## config.mk

```make
export PLATFORM = sky130hd
export DESIGN_NAME = mem_wb_skid_reg
export DESIGN_NICKNAME = d
export VERILOG_FILES = /design/src/rtl/mem_wb_skid_reg.sv
export SDC_FILE = /design/constraint.sdc
export NUM_CORES = 1
export LEC_CHECK = 0
export CORE_MARGIN = 3
export CORE_UTILIZATION = 40
export DETAILED_ROUTE_END_ITERATION = 8
export GPL_ROUTABILITY_DRIVEN = 0
export PLACE_DENSITY = 0.71
export RECOVER_POWER = 25
export SYNTH_ARGS = -nofsm -noshare
export SYNTH_HDL_FRONTEND = slang
export SYNTH_SLANG_ARGS = --single-unit
```

## constraint.sdc

```tcl
create_clock -name clk -period 2.85 [get_ports clk]
set_input_delay 0.57 -clock clk [delete_from_list [all_inputs] [get_ports clk]]
set_output_delay 0.57 -clock clk [all_outputs]
set_load 0.005 [all_outputs]
```

## src/rtl/mem_wb_skid_reg.sv

```systemverilog
// MEM->WB pipeline register for a multi-lane bundle, with a two-entry skid buffer,
// same-bundle WAW suppression, synchronous flush and a saturating stall counter.
module mem_wb_skid_reg #(
    parameter int unsigned LANES     = 2,
    parameter int unsigned D_WIDTH   = 32,
    parameter int unsigned RA_WIDTH  = 4,
    parameter int unsigned CNT_WIDTH = 16
) (
    input  logic                         clk,
    input  logic                         rst_n,
    input  logic                         i_flush,
    input  logic                         i_valid,
    output logic                         o_ready,
    input  logic [LANES-1:0]             i_PCSrcM,
    input  logic [LANES-1:0]             i_RegWriteM,
    input  logic [LANES-1:0]             i_MemtoRegM,
    input  logic [LANES*D_WIDTH-1:0]     i_RD,
    input  logic [LANES*D_WIDTH-1:0]     i_ALUResultM,
    input  logic [LANES*RA_WIDTH-1:0]    i_WA3M,
    output logic                         o_valid,
    input  logic                         i_ready,
    output logic [LANES-1:0]             o_PCSrcW,
    output logic [LANES-1:0]             o_RegWriteW,
    output logic [LANES-1:0]             o_MemtoRegW,
    output logic [LANES*D_WIDTH-1:0]     o_ReadDataW,
    output logic [LANES*D_WIDTH-1:0]     o_ALUOutW,
    output logic [LANES*RA_WIDTH-1:0]    o_WA3W,
    output logic [CNT_WIDTH-1:0]         o_stall_cnt
);

    localparam int unsigned DW = LANES * D_WIDTH;
    localparam int unsigned AW = LANES * RA_WIDTH;

    typedef enum logic [1:0] {
        EMPTY = 2'd0,
        ONE   = 2'd1,
        FULL  = 2'd2
    } state_t;

    state_t state_q, state_nxt;
    logic   valid_q, ready_q;
    logic   acc, dlv;
    logic   load_main_in, load_main_skid, load_skid_in, clr_main;

    logic [LANES-1:0] main_pc_q, main_rw_q, main_mtr_q;
    logic [DW-1:0]    main_rd_q, main_alu_q;
    logic [AW-1:0]    main_wa_q;
    logic [LANES-1:0] skid_pc_q, skid_rw_q, skid_mtr_q;
    logic [DW-1:0]    skid_rd_q, skid_alu_q;
    logic [AW-1:0]    skid_wa_q;
    logic [LANES-1:0] rw_waw;
    logic [CNT_WIDTH-1:0] stall_cnt_q;

    assign acc = i_valid && ready_q;
    assign dlv = valid_q && i_ready;

    // Highest lane writing a given register keeps its write; lower lanes are dropped.
    always_comb begin
        rw_waw = i_RegWriteM;
        for (int unsigned i = 0; i < LANES; i++) begin
            for (int unsigned j = i + 1; j < LANES; j++) begin
                if (i_RegWriteM[j] &&
                    (i_WA3M[j*RA_WIDTH +: RA_WIDTH] == i_WA3M[i*RA_WIDTH +: RA_WIDTH])) begin
                    rw_waw[i] = 1'b0;
                end
            end
        end
    end

    // Next-state and entry load selection; flush overrides everything.
    always_comb begin
        state_nxt      = state_q;
        load_main_in   = 1'b0;
        load_main_skid = 1'b0;
        load_skid_in   = 1'b0;
        clr_main       = 1'b0;
        case (state_q)
            EMPTY: begin
                if (acc) begin
                    state_nxt    = ONE;
                    load_main_in = 1'b1;
                end
            end
            ONE: begin
                if (acc && dlv) begin
                    load_main_in = 1'b1;
                end else if (acc) begin
                    state_nxt    = FULL;
                    load_skid_in = 1'b1;
                end else if (dlv) begin
                    state_nxt = EMPTY;
                end
            end
            FULL: begin
                if (dlv) begin
                    state_nxt      = ONE;
                    load_main_skid = 1'b1;
                end
            end
            default: state_nxt = EMPTY;
        endcase
        if (i_flush) begin
            state_nxt      = EMPTY;
            load_main_in   = 1'b0;
            load_main_skid = 1'b0;
            load_skid_in   = 1'b0;
        end
        // Qualified control bits drop to zero whenever main becomes invalid.
        clr_main = (state_nxt == EMPTY);
    end

    always_ff @(posedge clk or negedge rst_n) begin
        if (!rst_n) begin
            state_q <= EMPTY;
            valid_q <= 1'b0;
            ready_q <= 1'b1;
        end else begin
            state_q <= state_nxt;
            valid_q <= (state_nxt != EMPTY);
            ready_q <= (state_nxt != FULL);
        end
    end

    // Main entry drives the outputs directly.
    always_ff @(posedge clk or negedge rst_n) begin
        if (!rst_n) begin
            main_pc_q  <= '0;
            main_rw_q  <= '0;
            main_mtr_q <= '0;
            main_rd_q  <= '0;
            main_alu_q <= '0;
            main_wa_q  <= '0;
        end else begin
            if (load_main_in) begin
                main_pc_q  <= i_PCSrcM;
                main_rw_q  <= rw_waw;
                main_mtr_q <= i_MemtoRegM;
                main_rd_q  <= i_RD;
                main_alu_q <= i_ALUResultM;
                main_wa_q  <= i_WA3M;
            end else if (load_main_skid) begin
                main_pc_q  <= skid_pc_q;
                main_rw_q  <= skid_rw_q;
                main_mtr_q <= skid_mtr_q;
                main_rd_q  <= skid_rd_q;
                main_alu_q <= skid_alu_q;
                main_wa_q  <= skid_wa_q;
            end
            if (clr_main) begin
                main_pc_q <= '0;
                main_rw_q <= '0;
            end
        end
    end

    always_ff @(posedge clk or negedge rst_n) begin
        if (!rst_n) begin
            skid_pc_q  <= '0;
            skid_rw_q  <= '0;
            skid_mtr_q <= '0;
            skid_rd_q  <= '0;
            skid_alu_q <= '0;
            skid_wa_q  <= '0;
        end else if (load_skid_in) begin
            skid_pc_q  <= i_PCSrcM;
            skid_rw_q  <= rw_waw;
            skid_mtr_q <= i_MemtoRegM;
            skid_rd_q  <= i_RD;
            skid_alu_q <= i_ALUResultM;
            skid_wa_q  <= i_WA3M;
        end
    end

    // Saturating count of cycles where WB back-pressures a valid bundle.
    always_ff @(posedge clk or negedge rst_n) begin
        if (!rst_n) begin
            stall_cnt_q <= '0;
        end else if (valid_q && !i_ready && !i_flush && (stall_cnt_q != {CNT_WIDTH{1'b1}})) begin
            stall_cnt_q <= stall_cnt_q + CNT_WIDTH'(1);
        end
    end

    assign o_ready     = ready_q;
    assign o_valid     = valid_q;
    assign o_PCSrcW    = main_pc_q;
    assign o_RegWriteW = main_rw_q;
    assign o_MemtoRegW = main_mtr_q;
    assign o_ReadDataW = main_rd_q;
    assign o_ALUOutW   = main_alu_q;
    assign o_WA3W      = main_wa_q;
    assign o_stall_cnt = stall_cnt_q;

endmodule

```

; Yosys cells after proc, flatten, opt, wreduce, memory -nomap -nowiden
; Index checks and enable logic that the tools add are counted.
[word_totals]
register_bits = 304
input_bits = 147
wordCells = 68
[classes]
add_sub_neg = 1
n_eq_ne = 5
mux = 32
n_reduce_logical = 14
[op_table]
columns = op, count
row1 = $mux 64, 4
row2 = $mux 2, 14
row3 = $add 16x1->16 const B, 1
row4 = $mux 8, 2
row5 = $ne 16x16->1 const B, 1
row6 = $mux 1, 10
row7 = $logic_and 1x1->1, 7
row8 = $pmux 2 s3, 1
row9 = $eq 4x4->1, 1
row10 = $logic_not 2->1, 2
row11 = $reduce_bool 2->1, 2
row12 = $reduce_bool 3->1, 1
row13 = $eq 2x1->1 const B, 1
row14 = $eq 2x2->1 const B, 1
row15 = $logic_not 1->1, 2
row16 = $ne 2x2->1 const B, 1
row17 = $pmux 1 s2, 1

; Depth between registers and ports, before layout
; Gate-level depths: netlist of run 1.
[depth]
ltp_word = 8
depth_mapped = 8

; Worst setup path after synthesis of run 1
; Ideal clock, no wire load.
[synth_timing]
path_kind = input to register
from = in i_flush
to = reg stall_cnt_q[10], in the netlist o_stall_cnt[10]
setup_ps = 127
t_arrival_ps = 2001
required_time_ps = 2723
slack_ps = 721
cell_stages = 5
cell_sequence = clkbuf_1 or3b_2 nor3_2 and4_1 mux2_1
[synth_via]
elab_chain_cells = 3
[synth_rtl]
columns = item, line_no
row1 = start: declaration, 11  ; input logic i_flush,
row2 = $logic_not 1->1, 178  ; end else if (valid_q && !i_ready && !i_flush && (stall_cnt_q != {CNT_WIDTH{1'b1}})) begin
row3 = $logic_and 1x1->1 (2 in a row), 178
row4 = end signal: assignment, 179  ; stall_cnt_q <= stall_cnt_q + CNT_WIDTH'(1);
row5 = end: declaration, 52  ; logic [CNT_WIDTH-1:0] stall_cnt_q;
; Every way passes these cells.
; A chain may end at the register's enable or synchronous reset.

; Worst setup path after layout of run 1
[layout_timing]
from = in i_ready
to = reg skid_alu_q[60]
[layout_via]
elab_chain_cells = 5
[layout_rtl]
columns = item, line_no
row1 = start: declaration, 21  ; input logic i_ready,
row2 = $logic_and 1x1->1, 55  ; assign dlv = valid_q && i_ready;
row3 = $logic_and 1x1->1, 85  ; if (acc && dlv) begin
row4 = $mux 1, 85
row5 = $mux 1, 77  ; case (state_q)
row6 = $mux 1, 102  ; if (i_flush) begin
row7 = end signal: assignment, 169  ; skid_alu_q <= i_ALUResultM;
row8 = end: declaration, 49  ; logic [DW-1:0] skid_rd_q, skid_alu_q;
; Every way passes these cells.

==> results.md, run 1 <==
- Synth Register Bits: 304
- RSZ-0062 raised after global routing: false
- Mapped Area: around 0.013 mm²
- Vias after detailed routing: approximately 9.1k
- Synthesized instance count: 1026
- CTS tree: yes
- DP Worst Slack: roughly 0.17 ns
- Critical Path Source: i_ready
- # resized after CTS: 0
- Most frequent cells in the layout: clkdlybuf4s50_1, dfrtp_1, mux2i_1
- Switching Share: between 20% and 30%
- Clock Skew: approximately 0.017 ns
- Initial Util: about two fifths
- Worst setup SP type: primary input
- Cell Int Power: 0.0128 W
- Status: complete, but fails checks
- Register share of total power: roughly 42%
- N_diodes: 0
- Post-synthesis cell type count: 43
- Synth Flop Type: dfrtp_1
- Reg clk slew, reported paths: 0.06 ns
- Worst R2R End: skid_alu_q[60]
- Routed Antenna Nets: 0
- CTS sink count: 304
- Max_cap viols: 1
- Initial antenna violation count: 0
- Vias in the first global route: between 9k and 10k
- Hold Vio Cnt, Final: 0
- First-pass GRT wire length: about 54000 µm
- Arrival time at the worst endpoint: around 2.6 ns
- Synth Area in Compound Gates: a little under 8%
- Register area share after synthesis: 57.4%
- Metal2 WL: 15100 µm
- VDD IR max: around 0.52 mV
- Die area: 0.0354 mm²
- Cell Rows: 66
- Syn avg cell area: 12.9 µm²
- Hold/Removal Path Class: in -> async
- PnR worst setup slack: roughly 0.66 ns
- Async set or reset register ratio after synthesis: 100%
- Fin crit share: between 70% and 80%
- Hold buffer count at CTS: 0
- Failing checks: capacitance limit, slew limit
- WP data required: 3.22 ns
- Core area: 0.0326 mm²
- Uppermost layer routed: met4
- Commonest non-fill, non-tap cell in the layout: clkdlybuf4s50_1
- Chip width: roughly 190 µm
- Worst r2r src: o_valid
- Drt via density: ~5.1
- Clock power share: between 20 and 25%
- Total setup buffers inserted after CTS: 0
- Wire length on met1: 14800 µm
- Ys Warns: 0
- Least-Margin Pin Slew: 1.57 ns
- Fmax achieved: between 400 and 500 MHz
- Slew headroom: -4.68%
- Worst setup EP type: register
- Area Overhead vs Synth: 36.4%
- Setup slack, reg-to-reg: 0.84 ns
- Synth Area in XOR/XNOR: approximately 1.1%
- Sw power: roughly 0.0050 W
- Synthesized-area fraction occupied by and/or/nand/nor cells: just over 2%
- Leakage power: 8.10 nW
- Combinational share of power: between 30% and 40%
- Number of I/O pins: around 300
- Final setup violation count: 0
- Post-route setup TNS: 0 ns
- Hpwl dp: 22200 µm
- Initial DRC count: roughly 420
- IO buf count: ~310
- # DRC: 0
- Crit path max fanout: 50
- Die Ht: approximately 190 µm
- Synth Area in Adders: less than 1%
- Clk Latency, worst-skew pair: roughly 0.50 ns
- Final Slew Violations: 30
- Number of detailed-route iterations in the first pass: 4
- Multiplexer share of the synthesized area: 25.1%
- Critical path type: in -> reg
- Share of cells above drive strength 1: between 15 and 20%
- Largest family of logic cells by synthesized area: multiplexers
- Clk buf depth: 3
- Minimum clock period: 2.19 ns
- Final #Nets: approximately 1.5k
- H-tree levels: 2
- Root Driver: clkbuf_16
- Path depth of the worst reg2reg path: 4
- GRT Total Usage: between 10% and 20%
- Final WL: about 33000 µm
- Cell area power density: about 990 mW/mm²
- Post-synth EDFFs: 0
- Inserted Clock Buffers: 35
- Per-cell routed wire length: about 18 µm
- Largest net degree at the start of global routing: between 80 and 90
- Final hold slack: 0.0779 ns
- DR WL met3: between 2000 and 2500 µm
- GRT Residual Overflow: 0
- Syn nets: approximately 1.2k
stage by stage:
step / power, W / utilization (%) / area, µm² / std cells
floorplan: 0.0103 / - / 13300 / 1026
global placement: 0.0133 / 52.1 / 17000 / 1746
detailed placement: 0.0136 / 52.1 / 17000 / 1746
CTS: 0.0180 / 55.5 / 18100 / 1803
global route: 0.0189 / 55.4 / 18100 / 1803
finish: 0.0178 / 55.4 / 18100 / 1803
power groups by stage:
stage | sequential, W | clock, W | combinational, W
after global placement | 0.00748 | 0 | 0.00582
after floorplan | 0.00735 | 0 | 0.00293
after detailed placement | 0.00752 | 0 | 0.00604
after CTS | 0.00750 | 0.00448 | 0.00607
final | 0.00751 | 0.00436 | 0.00596
after global routing | 0.00776 | 0.00466 | 0.00650
synth_stat cells, types with 2 or more instances:
master | count | area (µm²)
a211oi_1 | 4 | 30.0
a21boi_0 | 2 | 15.0
a21oi_1 | 7 | 35.0
and4_1 | 3 | 26.3
buf_1 | 6 | 22.5
buf_2 | 25 | 125
buf_4 | 2 | 15.0
buf_6 | 8 | 90.1
clkbuf_1 | 22 | 82.6
dfrtp_1 | 303 | 7580
inv_1 | 139 | 522
mux2_2 | 77 | 867
mux2_4 | 68 | 1020
mux2i_1 | 142 | 1420
nand2_1 | 14 | 52.6
nand3_1 | 8 | 40.0
nand3b_1 | 3 | 22.5
nand4_1 | 3 | 18.8
nor2_1 | 2 | 7.51
nor3_1 | 5 | 25.0
nor3_2 | 2 | 20.0
o21ai_0 | 7 | 35.0
o22ai_1 | 138 | 863
or3_1 | 2 | 12.5
xnor2_1 | 6 | 52.6
xor2_1 | 11 | 96.3
area by class of cell:
cell class | instances | area (µm²)
inverters | 139 | 522
repair buffers | 342 | 3490
flip-flops and latches | 304 | 7610
fillers | 2681 | 14500
clock buffers | 48 | 975
clock inverters | 9 | 128
multi-input cells | 519 | 4810
well taps | 442 | 553
worst max path at each step:
stage,end,slack (ns),depth (start not counted)
floorplan,o_stall_cnt[10],0.72,5
global placement,skid_rd_q[38],0.22,5
detailed placement,skid_rd_q[2],0.17,5
CTS,o_ready,0.67,1
global route,skid_alu_q[41],0.40,2
finish,skid_alu_q[60],0.66,5
critical path, cell delays in order:
cell,delay [ns]
clkdlybuf4s50_1,0.54
a21bo_1,0.29
or3_4,0.49
buf_12,0.25
mux2_4,0.34
registers in the layout, indices dropped and copies added (netlist names):
register	cells
o_PCSrcW	2
skid_pc_q	2
o_RegWriteW	2
o_ReadDataW	64
skid_mtr_q	2
o_MemtoRegW	2
o_valid	1
skid_rd_q	64
o_ALUOutW	64
o_stall_cnt	16
skid_wa_q	8
skid_alu_q	64
o_ready	1
state_q	2
skid_rw_q	2
o_WA3W	8
per-layer routing:
| layer | GRT usage, % | vias to the layer above |
|---|---|---|
| met5 | 0 | - |
| met4 | 4.39 | 0 |
| met3 | 5.95 | 51 |
| met2 | 28.6 | 244 |
| met1 | 25.3 | 4603 |
| li1 | - | 4217 |
cell families (layout without fill, tap and decap cells):
| kind of cell | count (synthesis) | after routing |
|---|---|---|
| muxes | 288 | 288 |
| DFF | 304 | 304 |
| buffers and inverters | 203 | 538 |
| adders and majority gates | 1 | 1 |
| xor gates and xnor gates | 17 | 17 |
| and+or+nand+nor | 49 | 49 |
| AOI/OAI and AO/OA | 164 | 164 |
Note: power is estimated with default switching activity, not from simulation.
==> run 2: changes to the inputs <==
==> constraint.sdc (replaced) <==
create_clock -name clk -period 2.1 [get_ports clk]
set_input_delay 0.42 -clock clk [delete_from_list [all_inputs] [get_ports clk]]
set_output_delay 0.42 -clock clk [all_outputs]
set_load 0.005 [all_outputs]
==> results.md, run 2 (synthesized netlist as in run 1, its figures left out) <==
- CTS sink count: 304 (unchanged)
- Core area: 0.0326 mm² (unchanged)
- Cell area power density: 1300 mW/mm² (was 986 mW/mm²)
- Most frequent cells in the layout: clkdlybuf4s50_1, dfrtp_1, mux2i_1 (unchanged)
- Delay-heaviest family, CP: buffers and inverters (unchanged)
- Clk buf depth: 3 (unchanged)
- Sw power: 0.00690 W (was 0.00505 W)
- Minimum clock period: about 2.0 ns
- Routed Antenna Nets: 0 (unchanged)
- Largest net degree at the start of global routing: 66 (was 84)
- Register share of total power: 42.9% (was 42.1%)
- RSZ-0062 raised after global routing: false (unchanged)
- GRT busiest layer: met2 (unchanged)
- Max_cap viols: 0 (was 1)
- # DRC: 0 (unchanged)
- Worst setup SP type: register (was primary input)
- Critical path type: reg -> out (was in -> reg)
- Leakage power: 8.28 nW (was 8.10 nW)
- Final setup violation count: 0 (unchanged)
- First-pass GRT wire length: 55300 µm (was 53700 µm)
- WP data required: 1.68 ns (was 3.22 ns)
- IO buf count: 306 (unchanged)
- GRT Residual Overflow: 0 (unchanged)
- Reg clk slew, reported paths: 0.07 ns (was 0.06 ns)
- Chip width: 188 µm (unchanged)
- Initial Util: 40.6% (unchanged)
- Final #Nets: 1527 (was 1489)
- Commonest non-fill, non-tap cell in the layout: clkdlybuf4s50_1 (unchanged)
- Fin crit share: 94.2%
- Initial DRC count: 427 (was 422)
- Met3 usage in global routing: 6.08% (was 5.95%)
- Hold/Removal Path Class: in -> async (unchanged)
- Hold Vio Cnt, Final: 0 (unchanged)
- Area Overhead vs Synth: 38.5% (was 36.4%)
- Share of cells above drive strength 1: 19.8% (was 17.3%)
- Vias after detailed routing: 9247 (was 9115)
- Switching Share: 28.9% (was 28.3%)
- Worst setup EP type: output port (was register)
- CTS tree: yes (unchanged)
- Clock power share: 22.2% (was 24.5%)
- Per-cell routed wire length: 18.5 µm (was 18.3 µm)
- Root Driver: clkbuf_16 (unchanged)
- Crit path max fanout: 5 (was 50)
- Initial antenna violation count: 1 (was 0)
- Post-route setup TNS: 0 ns (unchanged)
- Clk Latency, worst-skew pair: 0.55 ns (was 0.50 ns)
- Clock Skew: 0.00963 ns (was 0.0171 ns)
- Cell Rows: 66 (unchanged)
- Met1 Usage GRT: 25.2% (was 25.3%)
- Crit path buf inv count: 1 (was 2)
- Critical-path cell with the highest stage delay: clkdlybuf4s50_1 (unchanged)
- Power Total: 0.0239 W (was 0.0178 W)
- Vias in the first global route: 10.1k (was 9767)
- Status: complete, no violations (was complete, but fails checks)
- Final Slew Violations: 0 (was 30)
- N_diodes: 0 (unchanged)
- Drt via density: 5.02 (was 5.06)
- Inserted Clock Buffers: 31 (was 35)
- Number of detailed-route iterations in the first pass: 4 (unchanged)
- Worst r2r src: state_q[0] (was o_valid)
- VDD IR max: 0.740 mV (was 0.520 mV)
- Die area: 0.0354 mm² (unchanged)
- GRT Total Usage: 18.9% (was 18.5%)
- Critical Path Source: o_stall_cnt[4] (was i_ready)
- H-tree levels: 1 (was 2)
- Met2 GRT Util: 30.5% (was 28.6%)
- Final hold slack: 0.397 ns (was 0.0779 ns)
- Slew headroom: 32.3% (was -4.68%)
- Core Util, Final: 56.3% (was 55.4%)
- CP max stage delay: 0.58 ns (was 0.54 ns)
- Combinational share of power: 34.9% (was 33.4%)
- Least-Margin Pin Slew: 1.01 ns (was 1.57 ns)
- Number of I/O pins: 307 (unchanged)
- Hpwl dp: 23600 µm (was 22200 µm)
- Sequence of cells on the critical path: clkdlybuf4s50_1 (was clkdlybuf4s50_1 > a21bo_1 > or3_4 > buf_12 > mux2_4)
- Die Ht: 188 µm (unchanged)
- Cell Int Power: 0.0170 W (was 0.0128 W)
- Fmax achieved: just over 500 MHz
- Total setup buffers inserted after CTS: 0 (unchanged)
- Arrival time at the worst endpoint: 1.56 ns (was 2.56 ns)
- Final WL: 34200 µm (was 33100 µm)
==> run 2: final cells by class <==
type                    instances  area, µm²
fillers                      2693      14300
flip-flops and latches        304       7610
multi-input cells             519       4810
clock inverters                12       95.1
inverters                     139        522
clock buffers                  43        881
repair buffers                384       3890
well taps                     442        553
==> run 2: what timing repair did <==
item / in CTS / in global routing
hold buffers: 1 / 0
resized for setup: 0 / 2
hold endpoints to repair: 44 / 0
endpoints found under the setup margin: 0 / 2
==> run 2: routing by layer <==
layer	routed length [µm]	vias up	part of all wire (%)
li1	-	4267	-
met1	15100	4668	44
met2	15700	266	46
met3	2680	46	7.8
met4	685	0	2.0
met5	0	-	0
==> run 2: stage by stage <==
stage / instances / worst slack [ns] / instance area [µm²]
after floorplan: 1026 / 0.121 / 13300
after global placement: 1787 / -0.197 / 17400
after detailed placement: 1787 / -0.214 / 17400
final: 1843 / 0.123 / 18400
after global routing: 1843 / 0.0314 / 18400
after CTS: 1843 / 0.00889 / 18400
==> run 2: worst paths after layout <==
check / slack [ns] / to / cells past startpoint
worst min-delay path: 0.40 / o_stall_cnt[15] / 2
worst min register to register: 0.51 / skid_alu_q[5] / 1
min in group clk: 0.49 / skid_rw_q[0] / 3
worst max register to register: 0.20 / skid_rd_q[38] / 4
max in group asynchronous: 0.36 / skid_rd_q[46] / 3
worst max-delay path: 0.12 / o_stall_cnt[4] / 1
==> run 2: power by group through the flow <==
stage | Sequential (W) | Clock (W) | Combinational [W]
after global placement | 0.0102 | 0 | 0.00812
after detailed placement | 0.0102 | 0 | 0.00839
after global routing | 0.0106 | 0.00569 | 0.00907
after floorplan | 0.00997 | 0 | 0.00398
final | 0.0102 | 0.00531 | 0.00832
after CTS | 0.0102 | 0.00545 | 0.00845
